==> src/rtl/cmd_pkg.sv <==
// Shared definitions for the UART command path: receive-state encoding, command geometry,
// opcodes understood by the command stage and the standard response bytes.
package cmd_pkg;

    typedef enum logic [1:0] {
        BYTE1 = 2'd0,
        BYTE2 = 2'd1,
        BYTE3 = 2'd2,
        HOLD  = 2'd3
    } rx_state_e;

    localparam int unsigned CMD_BYTES = 3;
    localparam int unsigned CMD_W     = 8 * CMD_BYTES;

    localparam logic [7:0] DUMP_CH  = 8'h01;
    localparam logic [7:0] CFG_GAIN = 8'h02;
    localparam logic [7:0] CFG_TRIG = 8'h03;
    localparam logic [7:0] CFG_OFFS = 8'h04;
    localparam logic [7:0] CFG_DEC  = 8'h05;
    localparam logic [7:0] EEP_WR   = 8'h08;
    localparam logic [7:0] EEP_RD   = 8'h09;

    localparam logic [7:0] POS_ACK  = 8'hA5;
    localparam logic [7:0] ERR_RESP = 8'hEE;

endpackage

==> src/rtl/resp_tx_queue.sv <==
// Response path to the UART transmitter: one byte in flight plus a single pending slot.
// Requests arriving while both are occupied are dropped; order of accepted bytes is kept.
module resp_tx_queue (
    input  logic       clk,
    input  logic       rst_n,
    input  logic       send_resp,
    input  logic [7:0] resp_data,
    input  logic       tx_done,
    output logic [7:0] tx_data,
    output logic       trmt,
    output logic       resp_sent
);

    logic       busy_r;
    logic       pend_vld_r;
    logic [7:0] pend_r;
    logic [7:0] tx_data_r;
    logic       trmt_r;
    logic       resp_sent_r;

    logic issue_new_s;
    logic issue_pend_s;
    logic latch_s;
    logic finish_s;

    assign tx_data   = tx_data_r;
    assign trmt      = trmt_r;
    assign resp_sent = resp_sent_r;

    // Decide what happens at the next edge: start a new byte, promote pending, or park a request.
    always_comb begin
        issue_new_s  = 1'b0;
        issue_pend_s = 1'b0;
        latch_s      = 1'b0;
        finish_s     = busy_r & tx_done;
        if (!busy_r) begin
            issue_new_s = send_resp;
        end else if (tx_done) begin
            if (pend_vld_r) begin
                issue_pend_s = 1'b1;
                latch_s      = send_resp;
            end else begin
                issue_new_s = send_resp;
            end
        end else begin
            latch_s = send_resp & ~pend_vld_r;
        end
    end

    // Transmit state, pending slot and registered strobes.
    always_ff @(posedge clk) begin
        if (!rst_n) begin
            busy_r      <= 1'b0;
            pend_vld_r  <= 1'b0;
            pend_r      <= 8'h00;
            tx_data_r   <= 8'h00;
            trmt_r      <= 1'b0;
            resp_sent_r <= 1'b0;
        end else begin
            trmt_r      <= issue_new_s | issue_pend_s;
            resp_sent_r <= finish_s;
            if (issue_pend_s) begin
                tx_data_r <= pend_r;
            end else if (issue_new_s) begin
                tx_data_r <= resp_data;
            end
            if (issue_new_s || issue_pend_s) begin
                busy_r <= 1'b1;
            end else if (finish_s) begin
                busy_r <= 1'b0;
            end
            // A same-cycle latch refills the slot that is being promoted
            if (latch_s) begin
                pend_vld_r <= 1'b1;
                pend_r     <= resp_data;
            end else if (issue_pend_s) begin
                pend_vld_r <= 1'b0;
            end
        end
    end

endmodule

==> src/rtl/uart_cmd_assembler.sv <==
// Assembles three UART bytes into a 24-bit command and forwards 1-byte responses to the transmitter.
// Optional macro CMD_TIMEOUT_EN discards a partial command after TIMEOUT_CYCLES idle cycles.
module uart_cmd_assembler
    import cmd_pkg::*;
#(
    parameter int unsigned TIMEOUT_CYCLES = 1_000_000
) (
    input  logic              clk,
    input  logic              rst_n,
    input  logic              rx_rdy,
    input  logic [7:0]        rx_data,
    output logic              clr_rx_rdy,
    output logic [CMD_W-1:0]  cmd,
    output logic              cmd_rdy,
    input  logic              clr_cmd_rdy,
    input  logic              send_resp,
    input  logic [7:0]        resp_data,
    output logic [7:0]        tx_data,
    output logic              trmt,
    input  logic              tx_done,
    output logic              resp_sent
);

    rx_state_e        state_r;
    rx_state_e        state_nxt_s;
    logic [CMD_W-1:0] cmd_r;
    logic             cmd_rdy_r;
    logic             clr_rx_rdy_r;

    logic take_s;
    logic timeout_s;
    logic cap1_s;
    logic cap2_s;
    logic cap3_s;
    logic release_s;

    assign cmd        = cmd_r;
    assign cmd_rdy    = cmd_rdy_r;
    assign clr_rx_rdy = clr_rx_rdy_r;

    // A byte is taken only while assembling and never during the consume pulse itself
    assign take_s = rx_rdy & ~clr_rx_rdy_r & (state_r != HOLD) & ~timeout_s;

`ifdef CMD_TIMEOUT_EN
    localparam int unsigned     TO_W   = $clog2(TIMEOUT_CYCLES + 1);
    localparam logic [TO_W-1:0] TO_MAX = TO_W'(TIMEOUT_CYCLES);

    logic [TO_W-1:0] idle_cnt_r;
    logic            partial_s;

    assign partial_s = (state_r == BYTE2) || (state_r == BYTE3);
    assign timeout_s = partial_s && (idle_cnt_r == TO_MAX);

    // Idle-cycle counter between bytes of a partial command.
    always_ff @(posedge clk) begin
        if (!rst_n) begin
            idle_cnt_r <= TO_W'(0);
        end else if (!partial_s || take_s || timeout_s) begin
            idle_cnt_r <= TO_W'(0);
        end else begin
            idle_cnt_r <= idle_cnt_r + TO_W'(1);
        end
    end
`else
    logic unused_timeout_cfg_s;

    assign timeout_s            = 1'b0;
    // TIMEOUT_CYCLES has no role when partial commands may wait forever
    assign unused_timeout_cfg_s = (TIMEOUT_CYCLES == 32'd0);
`endif

    // Receive FSM state register.
    always_ff @(posedge clk) begin
        if (!rst_n) begin
            state_r <= BYTE1;
        end else begin
            state_r <= state_nxt_s;
        end
    end

    // Receive FSM next-state logic.
    always_comb begin
        state_nxt_s = state_r;
        case (state_r)
            BYTE1: begin
                if (take_s) state_nxt_s = BYTE2;
                else        state_nxt_s = BYTE1;
            end
            BYTE2: begin
                if (timeout_s)   state_nxt_s = BYTE1;
                else if (take_s) state_nxt_s = BYTE3;
                else             state_nxt_s = BYTE2;
            end
            BYTE3: begin
                if (timeout_s)   state_nxt_s = BYTE1;
                else if (take_s) state_nxt_s = HOLD;
                else             state_nxt_s = BYTE3;
            end
            HOLD: begin
                if (clr_cmd_rdy) state_nxt_s = BYTE1;
                else             state_nxt_s = HOLD;
            end
            default: state_nxt_s = BYTE1;
        endcase
    end

    // Receive FSM outputs: which command slot to load and when the held command is released.
    always_comb begin
        cap1_s    = 1'b0;
        cap2_s    = 1'b0;
        cap3_s    = 1'b0;
        release_s = 1'b0;
        case (state_r)
            BYTE1:   cap1_s    = take_s;
            BYTE2:   cap2_s    = take_s;
            BYTE3:   cap3_s    = take_s;
            HOLD:    release_s = clr_cmd_rdy;
            default: release_s = 1'b0;
        endcase
    end

    // Command register, ready flag and consume pulse.
    always_ff @(posedge clk) begin
        if (!rst_n) begin
            cmd_r        <= 24'h000000;
            cmd_rdy_r    <= 1'b0;
            clr_rx_rdy_r <= 1'b0;
        end else begin
            clr_rx_rdy_r <= take_s;
            if (cap1_s) begin
                cmd_r[23:16] <= rx_data;
            end else if (cap2_s) begin
                cmd_r[15:8] <= rx_data;
            end else if (cap3_s) begin
                cmd_r[7:0] <= rx_data;
            end
            if (cap3_s) begin
                cmd_rdy_r <= 1'b1;
            end else if (release_s) begin
                cmd_rdy_r <= 1'b0;
            end
        end
    end

    resp_tx_queue u_resp_tx_queue (
        .clk       (clk),
        .rst_n     (rst_n),
        .send_resp (send_resp),
        .resp_data (resp_data),
        .tx_done   (tx_done),
        .tx_data   (tx_data),
        .trmt      (trmt),
        .resp_sent (resp_sent)
    );

endmodule

==> config.mk <==
export PLATFORM = sky130hd
export DESIGN_NAME = uart_cmd_assembler
export DESIGN_NICKNAME = d
export VERILOG_FILES = /design/src/rtl/cmd_pkg.sv /design/src/rtl/resp_tx_queue.sv /design/src/rtl/uart_cmd_assembler.sv
export SDC_FILE = /design/constraint.sdc
export NUM_CORES = 1
export LEC_CHECK = 0
export ABC_AREA = 0
export BUFFER_PORTS_ARGS = -buffer_cell sky130_fd_sc_hd__buf_2
export CELL_PAD_IN_SITES_DETAIL_PLACEMENT = 0
export CELL_PAD_IN_SITES_GLOBAL_PLACEMENT = 2
export CORE_ASPECT_RATIO = 0.75
export CORE_UTILIZATION = 32
export CTS_CLUSTER_DIAMETER = 30
export DETAILED_ROUTE_END_ITERATION = 12
export GPL_ROUTABILITY_DRIVEN = 1
export PLACE_DENSITY_LB_ADDON = 0.1
export SETUP_SLACK_MARGIN = 0.4
export SLEW_MARGIN = 0
export SYNTH_ARGS = -nofsm -noshare
export SYNTH_HDL_FRONTEND = slang
export SYNTH_SLANG_ARGS = --single-unit
==> constraint.sdc <==
create_clock -name clk -period 3.35 [get_ports clk]
set_clock_uncertainty 0.15 [all_clocks]
set_input_delay 0.8375 -clock clk [delete_from_list [all_inputs] [get_ports clk]]
set_output_delay 0.8375 -clock clk [all_outputs]
set_load 0.02 [all_outputs]
==> metrics.md, run 1 <==
| Metric | Value |
|---|---|
| Die area | `0.00617 mm2` |
| Port Buffer Count | `57` |
| Post-synth ARST share | `0%` |
| Reg power frac | `56.3%` |
| Synthesized cell area | `0.00188 mm2` |
| CTS tree | `done` |
| Grt ovf | `0` |
| Root Buffer | `clkbuf_8` |
| Minimum clock period | `about 2200 ps` |
| Total Neg Setup Slack | `0 ps` |
| Number of global-route vias before repair | `about 1400` |
| R2R setup slack | `roughly 1500 ps` |
| Min-delay src | `cmd[17]` |
| Longest Clk Path Bufs | `2` |
| Data required, critical path | `3390 ps` |
| Clock Latency Late Sink | `290 ps` |
| Worst setup SP type | `input pin` |
| Origin of the critical flop-to-flop path | `u_resp_tx_queue.busy_r` |
| Synthesized instance count | `198` |
| Final net count | `approximately 270` |
| Internal | `803 uW` |
| Final Cell Area | `roughly 0.0023 mm2` |
| CP arrival | `2210 ps` |
| Post-route clock period utilization | `64.9%` |
| Slew Limit Fails | `0` |
| Actual slew at the worst max-slew pin | `609 ps` |
| DR WL/cell | `13.8 um` |
| Post-synthesis sequential area ratio | `51.2%` |
| WS Path Type | `in2reg` |
| Logic gate share of total power | `approximately 14%` |
| Main synth FF type | `dfxtp_1` |
| Ant. Diodes | `0` |
| Post-synth EDFFs | `0` |
| Switch share | `27.3%` |
| # IOs | `between 50 and 60` |
| Core area | `0.00550 mm2` |
| Worst hold path type | `reg2reg` |
| Max Fclk | `460 MHz` |
| Buf+Inv Stages, Crit Path | `1` |
| Avg Cell Area, Syn | `roughly 9.5 um2` |
| Width of the die | `90.4 um` |
| Vias | `1525` |
| Post-DRT Antenna Nets | `0` |
| Critical path fanouts, max | `11` |
| Psw | `302 uW` |
| GPL Wtd Cong | `about 0.68` |
| Final WL | `4450 um` |
| RSZ-0062 raised after global routing | `false` |
| TritonCTS buffer count | `5` |
| Area Overhead vs Synth | `20.4%` |
| Max H-tree Level | `2` |
| Placed instance area | `0.00218 mm2` |
| Setup crit end kind | `register` |
| Relative slew margins | `59.3%` |
| CP max stage delay | `340 ps` |
| Synth Register Bits | `48` |
| Syn_nets | `221` |
| Vias per cell | `4.72` |
| Final setup violation count | `0` |
| Power per cell area | `490 mW/mm2` |
| Fraction of final layout cells sized beyond drive strength 1 | `27.4%` |
| Initial Utilization | `34.1%` |
| Maximum vdd ir drop | `164 uV` |
| Run status | `complete, no violations` |
| Row cnt | `23` |
| Hold violation count in the final report | `0` |
| Drc violations | `0` |
| # hold bufs at CTS | `0` |
| CTS clk-pin slew, worst paths | `80 ps` |
| Reg2reg end | `u_resp_tx_queue.tx_data[7]` |
| Worst Hold Depth | `2` |
| Largest net degree at the start of global routing | `48` |
| WHS Endpoint | `cmd[17]` |
| Max-cap violations | `0` |
| Largest delay share family, worst path | `adder cells` |
| CP Cell Sequence | `buf_2 > ha_1 > mux2i_1 > nand2_1 > a311oi_1` |
| Max stage delay cell, worst path | `ha_1` |
| Reg2Reg Depth | `3` |
| Die height | `68.3 um` |
| Tot GR Track Use | `15.7%` |
| Initial antenna violation count | `0` |
| Post-CTS Resized | `0` |
| Post-CTS setup buffer count | `0` |
| Leakage power | `1.02 nW` |
| Synth unique cells | `26` |
| Hpwl dp | `3040 um` |
| Clock power frac | `29.2%` |
| Clock Sinks | `48` |
| Yosys Warn Count | `0` |
| Global-route wire length before repair | `7410 um` |
| Pre-antenna DRT Iters | `4` |
| Initial DRC Count | `73` |
| Fill cell instance count of the final layout | `584` |
## per-layer routing
layer | vias to the layer above | track usage [%] | wire length, um | part of all wire, %
met5 | - | 0 | 0 | 0
met4 | 0 | 5.44 | 25 | 0.56
met3 | 2 | 4.00 | 197 | 4.4
met2 | 36 | 21.9 | 1800 | 40
met1 | 703 | 23.1 | 2430 | 55
li1 | 784 | - | - | -
## how the worst max path moves through the flow
stage / start / to / slack [ps] / depth (start not counted)
6_report: tx_done / u_resp_tx_queue.tx_data[7] / 1180 / 5
2_1_floorplan: tx_done / u_resp_tx_queue.tx_data[0] / 1340 / 5
3_3_place_gp: tx_done / u_resp_tx_queue.pend_r[5] / 920 / 5
4_1_cts: tx_done / u_resp_tx_queue.tx_data[7] / 1200 / 5
3_5_place_dp: tx_done / u_resp_tx_queue.tx_data[7] / 910 / 5
5_1_grt: tx_done / u_resp_tx_queue.tx_data[7] / 1060 / 5
## cells by family after synthesis
group | share of synthesized area [%]
buffers and inverters | 4.74
adder cells (fa/ha/maj) | 0.667
AND/OR/NAND/NOR | 20.9
multiplexers | 13.9
AO/OA/AOI/OAI | 8.47
flip-flops | 51.2
## registers in the layout (all words and copies together), names as in the netlist
signal                      flops
state_r                         2
u_resp_tx_queue.tx_data         8
u_resp_tx_queue.trmt            1
u_resp_tx_queue.busy_r          1
cmd_rdy                         1
u_resp_tx_queue.pend_r          8
clr_rx_rdy                      1
u_resp_tx_queue.resp_sent       1
u_resp_tx_queue.pend_vld_r      1
cmd                            24
## per-stage QoR
| stage | hold slack [ps] | utilization (%) | worst slack [ps] | std cells | power (mW) |
|---|---|---|---|---|---|
| 2_1_floorplan | 307 | - | 1340 | 198 | 0.741 |
| 3_5_place_dp | 295 | 39.7 | 911 | 316 | 0.798 |
| 5_1_grt | 329 | 41.1 | 1060 | 323 | 1.17 |
| 4_1_cts | 307 | 41.1 | 1200 | 323 | 1.13 |
| 3_3_place_gp | 292 | 39.7 | 922 | 316 | 0.799 |
| 6_report | 303 | 41.1 | 1180 | 323 | 1.11 |
## worst register-to-register path: stages, from the launching register on
cell	delay, ps
dfxtp_1	660
mux2i_1	330
nand2_1	300
a311oi_1	340
## power groups by stage
stage          Combinational, mW  Sequential, mW  Clock (mW)
2_1_floorplan             0.0853           0.656           0
3_3_place_gp               0.163           0.636           0
3_5_place_dp               0.162           0.637           0
4_1_cts                    0.162           0.624       0.345
5_1_grt                    0.175           0.628       0.371
6_report                   0.160           0.623       0.322
## Yosys cell counts, types with 2 or more instances
cell,instances,share of area (%)
inv_1,2,0.40
nand3b_1,2,0.80
clkbuf_1,6,1.2
a311oi_1,8,3.7
a21oi_1,13,3.5
nand3_1,9,2.4
mux2i_1,25,13
nor3_1,8,2.1
buf_2,5,1.3
nand2_1,29,5.8
dfxtp_1,48,51
and4bb_2,2,1.3
nor2_1,26,5.2
buf_4,3,1.2
## area by class of cell
cell class	count	area (um2)	area share [%]
multi-input combinational	133	826	36.6
tap	75	93.8	4.16
sequential	48	961	42.5
timing repair buffer	58	293	13.0
clock buffer	6	72.6	3.21
clock inverter	1	5.00	0.222
inverter	2	7.51	0.332
## cell usage in the layout (no fill, tap or decap), drive strengths merged, types with 2 or more instances in the layout
| master | count |
|---|---|
| a311oi | 8 |
| buf | 58 |
| nand3 | 9 |
| and4bb | 2 |
| inv | 2 |
| dfxtp | 48 |
| nor3 | 8 |
| a21oi | 13 |
| nor2 | 26 |
| nand3b | 2 |
| clkbuf | 6 |
| nand2 | 29 |
| mux2i | 25 |
Power figures use the tool's default switching activity.
==> run 2: changes to the inputs <==
Settings changed: ABC_AREA 0 to 1, CORE_UTILIZATION 32 to 28.
Clock period 3.35 ns to 2.2 ns, I/O delays scaled along.
==> run 2 against run 1 <==
Compared with the run above:
- via count increased by 13%
- sequential cell count unchanged
- sequential power increased by 53%
- count of clock-buffer cells in the layout unchanged
- highest routed layer unchanged
- clock power increased by 73%
==> metrics.md, run 2 <==
| Metric | Value |
|---|---|
| Worst setup SP type | `input pin` |
| Synthesized cell area | `0.00194 mm2 (+3.5%)` |
| Initial antenna violation count | `0 (unchanged)` |
| FF/Latch Area | `961 um2 (unchanged)` |
| CTS tree | `done` |
| GPL Wtd Cong | `0.734 (+8.0%)` |
| Final setup violation count | `0 (unchanged)` |
| Final net count | `332 (+23%)` |
| Vias | `1729 (+13%)` |
| Largest net degree at the start of global routing | `21 (-56%)` |
| Max Fclk | `614 MHz` |
| Critical path fanouts, max | `19 (+8)` |
| Tot GR Track Use | `14.8% (-0.91 points)` |
| Fraction of final layout cells sized beyond drive strength 1 | `26.5% (-0.97 points)` |
| Post-CTS Resized | `0 (unchanged)` |
| Max-cap violations | `0 (unchanged)` |
| Core area | `0.00651 mm2 (+18%)` |
| Clock Sinks | `48 (unchanged)` |
| Hpwl dp | `3710 um (+22%)` |
| Setup crit end kind | `register` |
| Ant. Diodes | `0 (unchanged)` |
| Post-synthesis sequential area ratio | `49.5% (-1.7 points)` |
| Initial DRC Count | `74 (+1.4%)` |
| Synth Register Bits | `48 (unchanged)` |
| Data required, critical path | `2300 ps (-1090 ps)` |
| Row cnt | `25 (+8.7%)` |
| # IOs | `58 (unchanged)` |
| # hold bufs at CTS | `0 (unchanged)` |
| Max H-tree Level | `2 (unchanged)` |
| Drc violations | `0 (unchanged)` |
| Minimum clock period | `roughly 1600 ps` |
| Top cells by count, synth | `dfxtp_1, nor2_1, nand2_1` |
| Syn_nets | `276 (+25%)` |
| TritonCTS buffer count | `5 (unchanged)` |
| Hold violation count in the final report | `0 (unchanged)` |
| Pre-antenna DRT Iters | `6 (+2)` |
| Most frequent cells in the layout | `buf_2, dfxtp_1, nor2_1` |
| Vias per cell | `4.42 (-6.3%)` |
| Worst hold path type | `reg2reg` |
| DR WL/cell | `12.9 um (-6.1%)` |
| CTS clk-pin slew, worst paths | `90 ps (about the same)` |
| Run status | `complete, no violations` |
| RSZ-0062 raised after global routing | `false` |
| Post-CTS setup buffer count | `0 (unchanged)` |
| Width of the die | `98.2 um (+8.6%)` |
| Longest Clk Path Bufs | `2 (unchanged)` |
| Area Overhead vs Synth | `21.3%` |
| Grt ovf | `0 (unchanged)` |
| Final WL | `5060 um (+14%)` |
| WS Path Type | `in2reg` |
| Root Buffer | `clkbuf_8` |
| Place WS | `252 ps (-658 ps)` |
| Post-synth EDFFs | `0 (unchanged)` |
| Post-synth ARST share | `0% (unchanged)` |
| Post-route worst setup slack | `572 ps (-605 ps)` |
| Synth unique cells | `25 (-3.8%)` |
| Die height | `74.1 um (+8.5%)` |
| Post-route clock period utilization | `74.0%` |
| Multi-input logic area | `792 um2 (-4.1%)` |
| Maximum vdd ir drop | `241 uV (+46%)` |
| Port Buffer Count | `57 (unchanged)` |
| Count leader, synth | `dfxtp_1` |
| Main synth FF type | `dfxtp_1` |
| Fill cell instance count of the final layout | `738 (+26%)` |
| Commonest non-fill, non-tap cell in the layout | `buf_2` |
| Die area | `0.00728 mm2 (+18%)` |
| Post-DRT Antenna Nets | `0 (unchanged)` |
| Max reg flops | `24 (unchanged)` |
| Leakage power | `1.09 nW (+6.9%)` |
| Initial Utilization | `29.8% (-4.3 points)` |
| Power per cell area | `770 mW/mm2 (+57%)` |
| Post-synth top area cell | `dfxtp_1` |
| Global-route wire length before repair | `8110 um (+9.4%)` |
| Synth area leaders | `dfxtp_1, nor2_1, a21oi_1, o21ai_0, nand2_1` |
| Slew Limit Fails | `0 (unchanged)` |
| CP arrival | `1730 ps (-480 ps)` |
| Total Neg Setup Slack | `0 ps (unchanged)` |
| Yosys Warn Count | `0 (unchanged)` |
| Clock Latency Late Sink | `300 ps (about the same)` |
| Actual slew at the worst max-slew pin | `485 ps (-124 ps)` |
| Relative slew margins | `67.6% (+8.3 points)` |
| Yosys top cell area share | `49.5% (-1.7 points)` |
| Synthesized instance count | `253 (+28%)` |
| Final Util | `36.2% (-4.9 points)` |
| Number of global-route vias before repair | `1510 (+7.8%)` |
| Avg Cell Area, Syn | `7.68 um2 (-19%)` |
run 2: through the flow:
step / total power, mW / hold WS (ps) / cells / area, um2
after floorplan: 1.17 / 279 / 253 / 1940
after global placement: 1.28 / 293 / 383 / 2260
after detailed placement: 1.28 / 296 / 383 / 2260
after CTS: 1.85 / 310 / 391 / 2360
after global routing: 1.93 / 342 / 391 / 2360
final: 1.82 / 309 / 391 / 2360
run 2: worst max-delay path: stages:
cell and delay [ps]:
buf_2 120, ha_1 210, nand2_2 270, buf_4 280, nand2_1 80, o21ai_2 60, a21oi_1 50, nor2_1 100
run 2: final cells by class:
type | count | share of cell area [%]
clock buffers | 6 | 3.51
clock inverters | 2 | 0.425
inverters | 25 | 3.98
multi-input cells | 168 | 33.6
flip-flops and latches | 48 | 40.8
well taps | 81 | 4.30
repair buffers | 61 | 13.4
run 2: routing by layer:
layer | up-vias | track usage, % | share of wire (%)
li1 | 940 | - | -
met1 | 751 | 23.1 | 60
met2 | 31 | 18.7 | 36
met3 | 7 | 3.76 | 3.4
met4 | 0 | 5.47 | 1.0
met5 | - | 0 | 0
run 2: kinds of logic after synthesis:
group | share of synthesized area (%)
compound gates | 17.0
fa+ha+maj | 0.644
buf+inv | 9.73
flops | 49.5
simple gates | 23.1
run 2: path summary, 6_finish.rpt:
path / from / endpoint / slack (ps) / cells past startpoint
setup / recovery: tx_done / u_resp_tx_queue.tx_data[0] / 570 / 8
hold / removal: u_resp_tx_queue.pend_r[3] / u_resp_tx_queue.pend_r[3] / 310 / 2
setup reg to reg: u_resp_tx_queue.pend_vld_r / u_resp_tx_queue.tx_data[0] / 600 / 7
hold reg to reg: u_resp_tx_queue.pend_r[3] / u_resp_tx_queue.pend_r[3] / 310 / 2
run 2: where the power goes:
group | switching [mW] | total, mW | leakage, nW | internal, mW
logic | 0.200 | 0.302 | 0.649 | 0.102
registers | 0.0316 | 0.956 | 0.393 | 0.924
clock network | 0.306 | 0.558 | 0.0510 | 0.252
